**src/rtl/fetch_queue_pkg.sv**
```systemverilog
// fetch_queue_pkg: shared width, FSM state type and queue entry layout for the fetch queue.
package fetch_queue_pkg;

    localparam int N = 32;

    typedef enum logic [0:0] {
        FETCH = 1'b0,
        DRAIN = 1'b1
    } fq_state_t;

    typedef struct packed {
        logic [N-1:0] pc;
        logic [N-1:0] inst;
    } fq_entry_t;

endpackage

```
**src/rtl/fq_fifo.sv**
```systemverilog
// fq_fifo: circular buffer of {pc,inst} with push, pop and single-cycle clear.
module fq_fifo
    import fetch_queue_pkg::*;
#(
    parameter int DEPTH = 4
) (
    input  logic                   clk,
    input  logic                   rst,
    input  logic                   clear_i,
    input  logic                   push_i,
    input  logic                   pop_i,
    input  fq_entry_t              data_i,
    output logic                   valid_o,
    output fq_entry_t              data_o,
    output logic [$clog2(DEPTH):0] count_o
);

    localparam int AW = $clog2(DEPTH);

    fq_entry_t       mem_q [DEPTH];
    logic [AW-1:0]   wr_q, rd_q;
    logic [AW:0]     cnt_q;

    // Storage is reset too so the head outputs read zero out of reset.
    always_ff @(posedge clk or posedge rst) begin
        if (rst) begin
            for (int i = 0; i < DEPTH; i++) mem_q[i] <= '0;
            wr_q  <= '0;
            rd_q  <= '0;
            cnt_q <= '0;
        end else if (clear_i) begin
            wr_q  <= '0;
            rd_q  <= '0;
            cnt_q <= '0;
        end else begin
            if (push_i) begin
                mem_q[wr_q] <= data_i;
                wr_q        <= wr_q + AW'(1);
            end
            if (pop_i) rd_q <= rd_q + AW'(1);
            cnt_q <= cnt_q + (AW+1)'(push_i) - (AW+1)'(pop_i);
        end
    end

    assign valid_o = cnt_q != '0;
    assign data_o  = mem_q[rd_q];
    assign count_o = cnt_q;

endmodule

```
**src/rtl/fetch_queue.sv**
```systemverilog
// fetch_queue: credit-limited instruction prefetch queue with flush/drain of stale responses.
// Optional statistics counters are enabled by defining FETCH_QUEUE_STATS_EN.
module fetch_queue
    import fetch_queue_pkg::*;
#(
    parameter int           DEPTH    = 4,
    parameter logic [N-1:0] RESET_PC = 32'h0
) (
    input  logic                   clk,
    input  logic                   rst,
    output logic                   imem_req_valid,
    input  logic                   imem_req_ready,
    output logic [N-1:0]           imem_req_addr,
    input  logic                   imem_rsp_valid,
    input  logic [N-1:0]           imem_rsp_data,
    input  logic                   flush,
    input  logic [N-1:0]           flush_pc,
    input  logic                   deq_ready,
    output logic                   deq_valid,
    output logic [N-1:0]           deq_inst,
    output logic [N-1:0]           deq_pc,
    output logic [$clog2(DEPTH):0] occupancy
`ifdef FETCH_QUEUE_STATS_EN
    ,
    output logic [31:0]            stat_fetched,
    output logic [31:0]            stat_dropped
`endif
);

    localparam int CW = $clog2(DEPTH) + 1;

    fq_state_t     state_q, state_d;
    logic [N-1:0]  fetch_pc_q, fetch_pc_d, rsp_pc_q, rsp_pc_d;
    logic [CW-1:0] out_q, out_d, drop_q, drop_d;
    logic          started_q;
    logic          xfer, push, pop;
    fq_entry_t     head;

    assign imem_req_valid = started_q && state_q == FETCH &&
                            ((CW+1)'(occupancy) + (CW+1)'(out_q) < (CW+1)'(DEPTH));
    assign imem_req_addr  = fetch_pc_q;
    assign xfer           = imem_req_valid && imem_req_ready;
    assign push           = imem_rsp_valid && state_q == FETCH && !flush;
    assign pop            = deq_valid && deq_ready && !flush;

    // A transfer in the flush cycle is already stale, so it lands in drop_cnt via out_d.
    always_comb begin
        out_d      = out_q + CW'(xfer) - CW'(imem_rsp_valid);
        fetch_pc_d = flush ? flush_pc : xfer ? fetch_pc_q + N'(4) : fetch_pc_q;
        rsp_pc_d   = flush ? flush_pc : push ? rsp_pc_q + N'(4) : rsp_pc_q;
        drop_d     = flush ? out_d :
                     (state_q == DRAIN && imem_rsp_valid) ? drop_q - CW'(1) : drop_q;
        state_d    = flush ? (out_d != '0 ? DRAIN : FETCH) :
                     (state_q == DRAIN && drop_q == CW'(1) && imem_rsp_valid) ? FETCH : state_q;
    end

    always_ff @(posedge clk or posedge rst) begin
        if (rst) begin
            state_q    <= FETCH;
            fetch_pc_q <= RESET_PC;
            rsp_pc_q   <= RESET_PC;
            out_q      <= '0;
            drop_q     <= '0;
            started_q  <= 1'b0;
        end else begin
            state_q    <= state_d;
            fetch_pc_q <= fetch_pc_d;
            rsp_pc_q   <= rsp_pc_d;
            out_q      <= out_d;
            drop_q     <= drop_d;
            started_q  <= 1'b1;
        end
    end

    fq_fifo #(.DEPTH(DEPTH)) u_fifo (
        .clk     (clk),
        .rst     (rst),
        .clear_i (flush),
        .push_i  (push),
        .pop_i   (pop),
        .data_i  ('{pc: rsp_pc_q, inst: imem_rsp_data}),
        .valid_o (deq_valid),
        .data_o  (head),
        .count_o (occupancy)
    );

    assign deq_pc   = head.pc;
    assign deq_inst = head.inst;

    assert property (@(posedge clk) disable iff (rst)
        !(push && !pop && occupancy == CW'(DEPTH)));

`ifdef FETCH_QUEUE_STATS_EN
    logic [31:0] fetched_q, dropped_q;

    always_ff @(posedge clk or posedge rst) begin
        if (rst) begin
            fetched_q <= '0;
            dropped_q <= '0;
        end else begin
            if (push && ~&fetched_q) fetched_q <= fetched_q + 32'd1;
            if (imem_rsp_valid && !push && ~&dropped_q) dropped_q <= dropped_q + 32'd1;
        end
    end

    assign stat_fetched = fetched_q;
    assign stat_dropped = dropped_q;
`endif

endmodule
```
**config.mk**
```make
export PLATFORM = sky130hd
export DESIGN_NAME = fetch_queue
export DESIGN_NICKNAME = d
export VERILOG_FILES = /design/src/rtl/fetch_queue_pkg.sv /design/src/rtl/fq_fifo.sv /design/src/rtl/fetch_queue.sv
export SDC_FILE = /design/constraint.sdc
export NUM_CORES = 1
export LEC_CHECK = 0
export CORE_UTILIZATION = 45
export CTS_CLUSTER_DIAMETER = 120
export DETAILED_ROUTE_END_ITERATION = 12
export HOLD_SLACK_MARGIN = 0.02
export PLACE_DENSITY = 0.66
export SLEW_MARGIN = 10
export SYNTH_ARGS = -nofsm -noshare
export SYNTH_HDL_FRONTEND = slang
export SYNTH_HIERARCHICAL = 1
export SYNTH_SLANG_ARGS = --single-unit
```
**constraint.sdc**
```tcl
create_clock -name clk -period 14.3 [get_ports clk]
set_input_delay 1.43 -clock clk [delete_from_list [all_inputs] [get_ports clk]]
set_output_delay 1.43 -clock clk [all_outputs]
set_load 0.02 [all_outputs]
```
# After elaboration in Yosys (flattened, before gate mapping)
# Index checks and enable logic that the tools add are counted.
totals:
  ff_bits: 335
  in_bits: 70
  elab_cells: 76
classes:
  n_addsub: 10
  mux: 20
  n_eq_ne: 1
  reduce_logical: 20
  bitwise: 4
  n_lt_le_gt_ge: 4
ops:
  columns: ["operator", "n"]
  rows:
  - ["256-bit bitwise mux", 1]
  - ["64-bit 2-to-1 mux", 3]
  - ["64-bit binary-select mux with 2-bit select", 1]
  - ["64-bit demux with 2-bit select", 1]
  - ["32-bit 2-to-1 mux", 4]
  - ["32-bit by 3-bit adder with 32-bit output (second input constant)", 2]
  - ["1-bit logical AND", 11]
  - ["2-bit nonzero test", 5]
  - ["3-bit 2-to-1 mux", 3]
  - ["2-bit 2-to-1 mux", 4]
  - ["3-bit by 1-bit adder with 3-bit output", 2]
  - ["3-bit greater-or-equal comparator (second input constant)", 2]
  - ["2-bit inverter with 3-bit output", 2]
  - ["3-bit nonzero test", 2]
  - ["3-bit by 1-bit subtractor with 3-bit output", 2]
  - ["2-bit by 1-bit adder with 2-bit output (second input constant)", 2]
  - ["3-bit by 3-bit adder with 4-bit output", 1]
  - ["4-bit by 3-bit less-than comparator with 1-bit output (second input constant)", 1]
  - ["3-bit by 1-bit equality test with 1-bit output (second input constant)", 1]
  - ["3-bit by 1-bit less-than comparator with 1-bit output (second input constant)", 1]
  - ["1-bit 2-to-1 mux", 3]
  - ["3-bit by 1-bit subtractor with 3-bit output (second input constant)", 1]
  - ["1-bit inverter", 2]
  - ["2-bit AND reduction", 1]
  - ["1-bit zero test", 1]

# Depth between registers and ports, before layout
depth:
  ltp_word: 9
  depth_mapped: 11
  ltp_nobuf: 11

# Modules after synthesis
# Netlist, hierarchy kept.
modules_own_cells:
  columns: ["mod", "cells_per_inst", "area_per_inst_um2", "instances"]
  rows:
  - ["fq_fifo", 659, 12657.1, 1]
  - ["fetch_queue", 395, 4042.6, 1]

# Least setup slack after synthesis
# OpenSTA, ideal clock, no wires.
synth_timing:
  path_kind: "input to register"
  start: "input port flush"
  end: "register u_fifo.cnt_q[2] (netlist: u_fifo/count_o[2])"
  stages: 11
  setup_ns: 0.116
  arrival_time_ns: 3.268
  n_path_buf: 2
  path_slack_ns: 10.916
  cell_sequence: "clkbuf_1 inv_2 clkbuf_1 and3_1 ha_1 inv_1 ha_1 inv_1 fa_1 xnor3_1 nor2_1"
synth_via:
  elab_cells_between_ends: 6
  classes_between: "2 x add/sub; 1 x mux; 3 x reduce/logical"
synth_lines:
  columns: ["item", "line", "rtl"]
  rows:
  - ["from (decl)", "fetch_queue.sv:16", "input logic flush,"]
  - ["1-bit zero test", "fetch_queue.sv:44", "assign pop = deq_valid && deq_ready && !flush;"]
  - ["1-bit logical AND", "fetch_queue.sv:44", null]
  - ["via pop", "fetch_queue.sv:36", "logic xfer, push, pop;"]
  - ["3-bit by 1-bit subtractor with 3-bit output", "fq_fifo.sv:41", "cnt_q <= cnt_q + (AW+1)'(push_i) - (AW+1)'(pop_i);"]
  - ["3-bit 2-to-1 mux", "fq_fifo.sv:31", "end else if (clear_i) begin"]
  - ["to (signal assigned)", "fq_fifo.sv:41", null]
  - ["to (decl)", "fq_fifo.sv:22", "logic [AW:0] cnt_q;"]
# The timed path passes the listed nets, and every way through them passes these cells.
# A chain may end at the register's enable or synchronous reset.

# Final worst setup path
layout_timing:
  start: "register u_fifo.rd_q[0]"
  end: "output port deq_pc[6]"
layout_via:
  elab_chain_len: 4
layout_lines:
  columns: ["item", "line", "rtl"]
  rows:
  - ["from (decl)", "fq_fifo.sv:21", "logic [AW-1:0] wr_q, rd_q;"]
  - ["from (signal assigned)", "fq_fifo.sv:40", "if (pop_i) rd_q <= rd_q + AW'(1);"]
  - ["2-bit inverter with 3-bit output (not written as such)", "fq_fifo.sv:46", "assign data_o = mem_q[rd_q];"]
  - ["64-bit binary-select mux with 2-bit select", "fq_fifo.sv:46", null]
  - ["64-bit 2-to-1 mux (not written as such) (2 in series)", "fq_fifo.sv:46", null]
  - ["to (decl)", "fetch_queue.sv:21", "output logic [N-1:0] deq_pc,"]
# Every way passes these cells. The select of a mux whose other input is x is not followed.

==> flow_summary.html <==
<table>
<tr><th>Metric</th><th>Value</th></tr>
<tr><th colspan="2">Yosys</th></tr>
<tr><td>Area fraction of the dominant cell type after synthesis</td><td>50.2%</td></tr>
<tr><td>Most used standard cells in the synthesized netlist</td><td>dfrtp_1, mux2_4, mux4_2, mux2_2, xnor2_1</td></tr>
<tr><td>Syn_nets</td><td>1140</td></tr>
<tr><td>Most common cell in the netlist</td><td>dfrtp_1</td></tr>
<tr><td>Number of synthesis warnings</td><td>6</td></tr>
<tr><td>Most frequently used flop master after synthesis</td><td>dfrtp_1</td></tr>
<tr><td>Largest cells by area after synthesis</td><td>dfrtp_1, mux2_4, mux4_2</td></tr>
<tr><td>Synthesized instance count</td><td>1054</td></tr>
<tr><td>Post-synthesis sequential element count</td><td>335</td></tr>
<tr><td>Cell Area, Synth</td><td>16700 um^2</td></tr>
<tr><td>Register area share after synthesis</td><td>50.2%</td></tr>
<tr><td>Count of flip-flops with a built-in enable after synthesis</td><td>0</td></tr>
<tr><td>Cell type with the highest aggregate area in the netlist</td><td>dfrtp_1</td></tr>
<tr><td>Post-synthesis average cell area</td><td>15.8 um^2</td></tr>
<tr><td>Number of distinct library cell variants in the gate-level netlist after synthesis</td><td>57</td></tr>
<tr><td>Async S/R FF share, synth</td><td>100%</td></tr>
<tr><th colspan="2">Timing</th></tr>
<tr><td>Setup-failing EPs final</td><td>0</td></tr>
<tr><td>Setup slack after layout</td><td>9.64 ns</td></tr>
<tr><td>Total Negative Setup Slacks</td><td>0 ns</td></tr>
<tr><td>Number of hold-slack violations in the final timing report</td><td>0</td></tr>
<tr><td>Unrepaired setup endpoints after global routing</td><td>false</td></tr>
<tr><td>Worst-Margin Slew</td><td>1.12 ns</td></tr>
<tr><td>Headroom to the max-slew limit</td><td>25.5%</td></tr>
<tr><td>Fmax achieved</td><td>215 MHz</td></tr>
<tr><td>Pins Over Slew Limit</td><td>0</td></tr>
<tr><td>Smallest hold slack</td><td>0.502 ns</td></tr>
<tr><td>Crit share post-route</td><td>32.6%</td></tr>
<tr><td>Fin Clk Skew</td><td>0.0222 ns</td></tr>
<tr><td>Minimum period implied by the final worst setup slack</td><td>4.66 ns</td></tr>
<tr><th colspan="2">Drt</th></tr>
<tr><td>Vias post-DR</td><td>9244</td></tr>
<tr><td>Final wirelength</td><td>35500 um</td></tr>
<tr><td>First-pass DRT Iterations</td><td>4</td></tr>
<tr><td>WL/cell</td><td>20.8 um</td></tr>
<tr><td>DRC violation count after routing</td><td>0</td></tr>
<tr><td>Detailed Route Iter0 Violations</td><td>392</td></tr>
<tr><td>Post-DRT Antenna Nets</td><td>0</td></tr>
<tr><td>Routed via count divided by cell count</td><td>5.42</td></tr>
<tr><th colspan="2">Power</th></tr>
<tr><td>Cell Pwr Density</td><td>170 nW/um^2</td></tr>
<tr><td>Total power of the final layout</td><td>3.35 mW</td></tr>
<tr><td>Leakage power figure</td><td>9.33 nW</td></tr>
<tr><td>Max VDD drop</td><td>102 uV</td></tr>
<tr><th colspan="2">Layout</th></tr>
<tr><td>Antenna cell count</td><td>0</td></tr>
<tr><td>Sequential cell area in the final layout</td><td>8390 um^2</td></tr>
<tr><td>Fin area</td><td>19700 um^2</td></tr>
<tr><td>Synth-to-layout area growth</td><td>18.0%</td></tr>
<tr><td>Nets@finish</td><td>1303</td></tr>
<tr><td>Multi-input gate area</td><td>7570 um^2</td></tr>
<tr><td>Layout cell share with drive strength beyond 1</td><td>35.8%</td></tr>
<tr><td>Fraction of the core area covered by cells at the end of the flow</td><td>53.9%</td></tr>
<tr><td>Non-filler cells in the finished layout</td><td>1706</td></tr>
<tr><td>Total of fill cells in the finished design</td><td>2985</td></tr>
<tr><th colspan="2">CTS</th></tr>
<tr><td>Number of levels the H-tree was split into</td><td>2</td></tr>
<tr><td>Largest buffer count on any clock path</td><td>3</td></tr>
<tr><td>Post-CTS setup buffer count</td><td>0</td></tr>
<tr><td>Post-cts gate resize count</td><td>0</td></tr>
<tr><td>Register clock-pin slew on the reported worst setup and hold paths</td><td>0.06 ns</td></tr>
<tr><td>Clock root buffer</td><td>clkbuf_16</td></tr>
<tr><td>Number of buffers created by CTS</td><td>40</td></tr>
<tr><td>Number of hold buffers added after cts</td><td>0</td></tr>
<tr><td>CTS sink cnt</td><td>335</td></tr>
<tr><td>Latest clock arrival within the worst-skew pair</td><td>0.54 ns</td></tr>
<tr><td>Clock tree from TritonCTS</td><td>built</td></tr>
<tr><th colspan="2">GRT</th></tr>
<tr><td>Total Routing Usage GR</td><td>19.6%</td></tr>
<tr><td>Via count of the first global-routing pass</td><td>10.1k</td></tr>
<tr><td>Sum of overflow across all layers after global routing</td><td>0</td></tr>
<tr><td>Initial antenna violation count</td><td>0</td></tr>
<tr><td>Wire length of the first global-routing pass</td><td>58700 um</td></tr>
<tr><td>Largest net degree at the start of global routing</td><td>98</td></tr>
<tr><th colspan="2">Worst setup path</th></tr>
<tr><td>Longest individual stage delay on the worst path</td><td>0.81 ns</td></tr>
<tr><td>Cell with the biggest individual delay on the critical path</td><td>buf_4</td></tr>
<tr><td>Kind of end point of the critical path</td><td>output pin</td></tr>
<tr><td>Capture instance of the worst register-to-register path</td><td>u_fifo/mem_q[161]</td></tr>
<tr><td>Endpoint required time on the critical path</td><td>12.87 ns</td></tr>
<tr><td>Cell family contributing the most delay on the critical path</td><td>buffers and inverters</td></tr>
<tr><td>Arr. time, crit path</td><td>3.23 ns</td></tr>
<tr><td>Count of buffering cells on the critical path with inverters included</td><td>2</td></tr>
<tr><td>Largest fanout on the critical path</td><td>51</td></tr>
<tr><td>Worst flop-to-flop path startpoint</td><td>state_q</td></tr>
<tr><td>Startpoint-to-endpoint class of the critical path</td><td>register to output pin</td></tr>
<tr><td>Reg2Reg Depth</td><td>5</td></tr>
<tr><td>Worst-case register-to-register setup slack</td><td>11.09 ns</td></tr>
<tr><td>Category of the worst setup path launch point</td><td>register</td></tr>
<tr><td>Total number of cells along the worst setup path</td><td>3</td></tr>
<tr><td>Chain of cells forming the critical path</td><td>buf_4, mux4_2, clkdlybuf4s50_1</td></tr>
<tr><th colspan="2">Die</th></tr>
<tr><td>Core Box Area</td><td>36500 um^2</td></tr>
<tr><td>Die Footprint</td><td>37900 um^2</td></tr>
<tr><td>Die width</td><td>195 um</td></tr>
<tr><td>Starting Density</td><td>45.7%</td></tr>
<tr><td>Site Rows</td><td>70</td></tr>
<tr><td>Die Span Y</td><td>195 um</td></tr>
<tr><td>Boundary Pins</td><td>171</td></tr>
<tr><th colspan="2">Placed design</th></tr>
<tr><td>Placed cell count</td><td>1643</td></tr>
<tr><td>Pre-CTS setup slack</td><td>9.14 ns</td></tr>
<tr><td>Count of buffers inserted at the top-level ports</td><td>170</td></tr>
<tr><td>Dpl cell area</td><td>18400 um^2</td></tr>
<tr><td>Estimated wirelength of the detail-placed design</td><td>21900 um</td></tr>
<tr><td>Routability cong.</td><td>0.826</td></tr>
<tr><th colspan="2">Run</th></tr>
<tr><td>Max-cap violation count</td><td>0</td></tr>
<tr><th colspan="2">Status</th></tr>
<tr><td>Result of the run</td><td>finished clean</td></tr>
<tr><th colspan="2">Worst hold path</th></tr>
<tr><td>Hold Path Class</td><td>register to register</td></tr>
<tr><td>Startpoint of the lowest-slack hold path</td><td>u_fifo/mem_q[13]</td></tr>
<tr><td>Hold EP</td><td>u_fifo/mem_q[13]</td></tr>
<tr><td>Hold Path Stages</td><td>1</td></tr>
</table>
==> power by group <==
group | total [mW] | internal (mW) | switching (mW)
Clock | 0.995 | 0.608 | 0.387
Combinational | 1.06 | 0.623 | 0.434
Sequential | 1.30 | 1.15 | 0.155
Total | 3.35 | 2.38 | 0.976
==> worst reg2reg max path, cell delays in order, from the launching register on <==
cell	delay, ns
dfrtp_1	0.47
nor2b_1	0.45
and2_1	0.55
nand3b_4	0.62
buf_4	0.61
mux2_4	0.40
==> placed cells by master (no fill, tap or decap), types with 4 or more instances in the layout <==
cell type        instances
nand3b_4                 4
nand2_1                 23
o31a_1                   4
clkbuf_8                10
nand2b_1                 5
a21boi_0                 6
xor2_1                  22
nor2_1                  21
dfrtp_1                333
inv_1                   21
a21oi_1                 17
mux2_2                  62
o21ai_0                  8
ha_1                    14
mux4_2                  64
xnor2_1                 37
nand3_1                 30
clkbuf_16               41
nor3_1                   9
mux2_4                 228
nor4_1                  15
and3_1                   7
clkbuf_1                 7
buf_4                   11
nand4_1                 20
clkdlybuf4s50_1        170
==> kinds of logic (layout without fill, tap and decap cells) <==
kind of cell               Yosys count  after routing  synth area share, %
buffers and inverters               85            269                 4.55
adders and majority gates           16             16                 1.29
other                                1              1               0.0225
DFF                                335            335                 50.2
AOI/OAI and AO/OA                   44             44                 1.64
and+or+nand+nor                    156            156                 5.58
xor gates and xnor gates            60             60                 3.23
muxes                              357            357                 33.5
==> metal layers <==
layer / vias up / part of all wire [%] / global-route usage (%)
met5: - / 0 / 0
met2: 226 / 45 / 29.3
met4: 0 / 2.0 / 5.44
met1: 4808 / 48 / 29.3
li1: 4159 / - / -
met3: 51 / 5.0 / 3.54
==> area by class of cell <==
class                   instances  share of cell area (%)
repair buffers                181                    9.06
well taps                     468                    2.97
multi-input cells             634                    38.4
flip-flops and latches        335                    42.6
inverters                      25                   0.514
clock buffers                  58                    6.04
clock inverters                 5                   0.438
==> how the worst max path moves through the flow <==
| stage | to | from | slack (ns) |
|---|---|---|---|
| after CTS | deq_pc[6] | u_fifo/rd_q[0] | 9.52 |
| after global routing | deq_pc[6] | u_fifo/rd_q[0] | 9.40 |
| after detailed placement | u_fifo/mem_q[151] | flush | 9.14 |
| after global placement | u_fifo/mem_q[160] | flush | 9.18 |
| after floorplan | u_fifo/count_o[0] | rst | 5.63 |
| final | deq_pc[6] | u_fifo/rd_q[0] | 9.64 |
==> registers in the layout, summed over array words and instances (netlist names) <==
| signal | count |
|---|---|
| u_fifo/rd_q | 2 |
| rsp_pc_q | 32 |
| drop_q | 3 |
| out_q | 3 |
| u_fifo/mem_q | 256 |
| state_q | 1 |
| u_fifo/count_o | 3 |
| started_q | 1 |
| u_fifo/wr_q | 2 |
| imem_req_addr | 32 |
(Power assumes the default switching activity.)
==> edit, RTL diff (same flow settings) <==
Change the package constant `N` from 32 to 16.
--- a/src/rtl/fetch_queue_pkg.sv
+++ b/src/rtl/fetch_queue_pkg.sv
@@ -3,3 +3,3 @@
 
-    localparam int N = 32;
+    localparam int N = 16;
 
Ports: changed (5 resized); port bits go from 171 to 91. No check against the original RTL was run, so the function may have changed too.
==> edit against the original RTL <==
Synthesized area shrank 48%. Largest power group unchanged. Power decreased by 50%. First-iteration DRC count fell by 47%. Routed wire length down 50%. Clock skew decreased by 0.015 ns. Fmax is 1.7% higher. Sequential cell count decreased by 160. Synthesized cell count fell by 45%. Sequential power is 47% lower. Design area shrank 49%. Setup slack improved by 0.079 ns.
==> edit: results (changes against the original RTL) <==
status: "complete, no violations"
grt_antenna_before_repair: 0  # unchanged
fin_nets: 716  # -45%
io_buffers: 90  # -47%
stdcell_count: 906  # -47%
cts_buffers: 17  # -57%
crit_fanout: 44  # -14%
cts_buffer_depth: 2  # -1
fillCellCount: 1533  # -49%
synth_fa_ha_area_frac: 0.0250  # +0.0121
yosysSeqAreaShare: 0.508  # +0.00622
dp_hpwl_mm: 11.1  # -49%
firstDrtPassIters: 5  # +1
finalClockSkew_ns: 0.00691  # -0.0153 ns
track_usage: 0.193  # -0.00332
postSynthNetCount: 634  # -44%
largest_reg_flops: 128  # -50%
ys_top_cells_by_count: "175 x dfrtp_1, 90 x mux2_4, 39 x mux2_2"
via_count: 5026  # -46%
synth_compound_area_frac: 0.0333  # +0.0168
cp_slowest_stage_delay_ns: 0.90  # +0.09 ns
synth-xor-area-share: 0.0219  # -0.0104
slowest_stage: "clkinv_1"
synth_edf_count: 0  # unchanged
synthTopCellsByArea: "dfrtp_1 51%, mux2_4 16%, mux4_2 8.4%"
cts_resized: 0  # unchanged
clock_latency_ns: 0.42  # -0.12 ns
synth_mux_area_frac: 0.300  # -0.0349
h-tree-depth: 4  # +2
max-vdd-ir-drop_mv: 0.0892  # -13%
final_layout_size_suffix_gt1_frac: 0.299  # -0.0587
wl_mm: 17.8  # -50%
synthDistinctLibCells: 50  # -12%
gp_congestion: 0.812  # -1.6%
post-place-ws_ns: 9.29  # +0.145 ns
synth_cells: 580  # -45%
place_inst: 877  # -47%
grt_pass1_wl_mm: 29.4  # -50%
drt_iter0_drc: 209  # -47%
grt_max_degree: 73  # -26%
power_leakage_uw: 0.00477  # -49%
## edit: final timing paths
| path | end | startpoint | depth (start not counted) | slack (ns) |
|---|---|---|---|---|
| max reg2reg | state_q | u_fifo/count_o[2] | 10 | 10.64 |
| min in group asynchronous | rsp_pc_q[0] | rst | 3 | 1.53 |
| max | u_fifo/mem_q[63] | flush | 6 | 9.72 |
| max in group asynchronous | u_fifo/mem_q[1] | rst | 3 | 11.36 |
| min reg2reg | u_fifo/mem_q[96] | u_fifo/mem_q[96] | 1 | 0.50 |
| min | u_fifo/mem_q[96] | u_fifo/mem_q[96] | 1 | 0.50 |
## edit: logic make-up after synthesis
group                    Yosys count
flip-flops                       175
multiplexers                     168
AND/OR/NAND/NOR                  104
buffers and inverters             54
AO/OA/AOI/OAI                     42
XOR/XNOR                          20
adder cells (fa/ha/maj)           16
other                              1
## edit: final cells by class
class / count / area, um^2 / area share
Multi-Input combinational cell: 351 / 3910 / 0.385
Sequential cell: 175 / 4380 / 0.432
Clock buffer: 23 / 478 / 0.0471
Timing Repair Buffer: 95 / 938 / 0.0925
Tap cell: 234 / 293 / 0.0289
Inverter: 22 / 85.1 / 0.00839
Clock inverter: 6 / 61.3 / 0.00604
## edit: through the flow
stage	area [um^2]	util
finish	10100	0.541
global route	10100	0.541
CTS	10100	0.541
detailed placement	9610	0.512
global placement	9610	0.512
floorplan	8620	-
## edit: where the power goes
part / internal, uW / total (uW) / switching, uW
Sequential: 604 / 683 / 79.5
Combinational: 315 / 561 / 246
Clock: 250 / 432 / 182
Total: 1170 / 1680 / 507
## edit: layer usage
| layer | global-route usage | up-vias | part of all wire |
|---|---|---|---|
| met3 | 0.0479 | 10 | 0.037 |
| met2 | 0.327 | 113 | 0.49 |
| met1 | 0.251 | 2624 | 0.46 |
| li1 | - | 2279 | - |
| met4 | 0.0405 | 0 | 0.0067 |
| met5 | 0 | - | 0 |
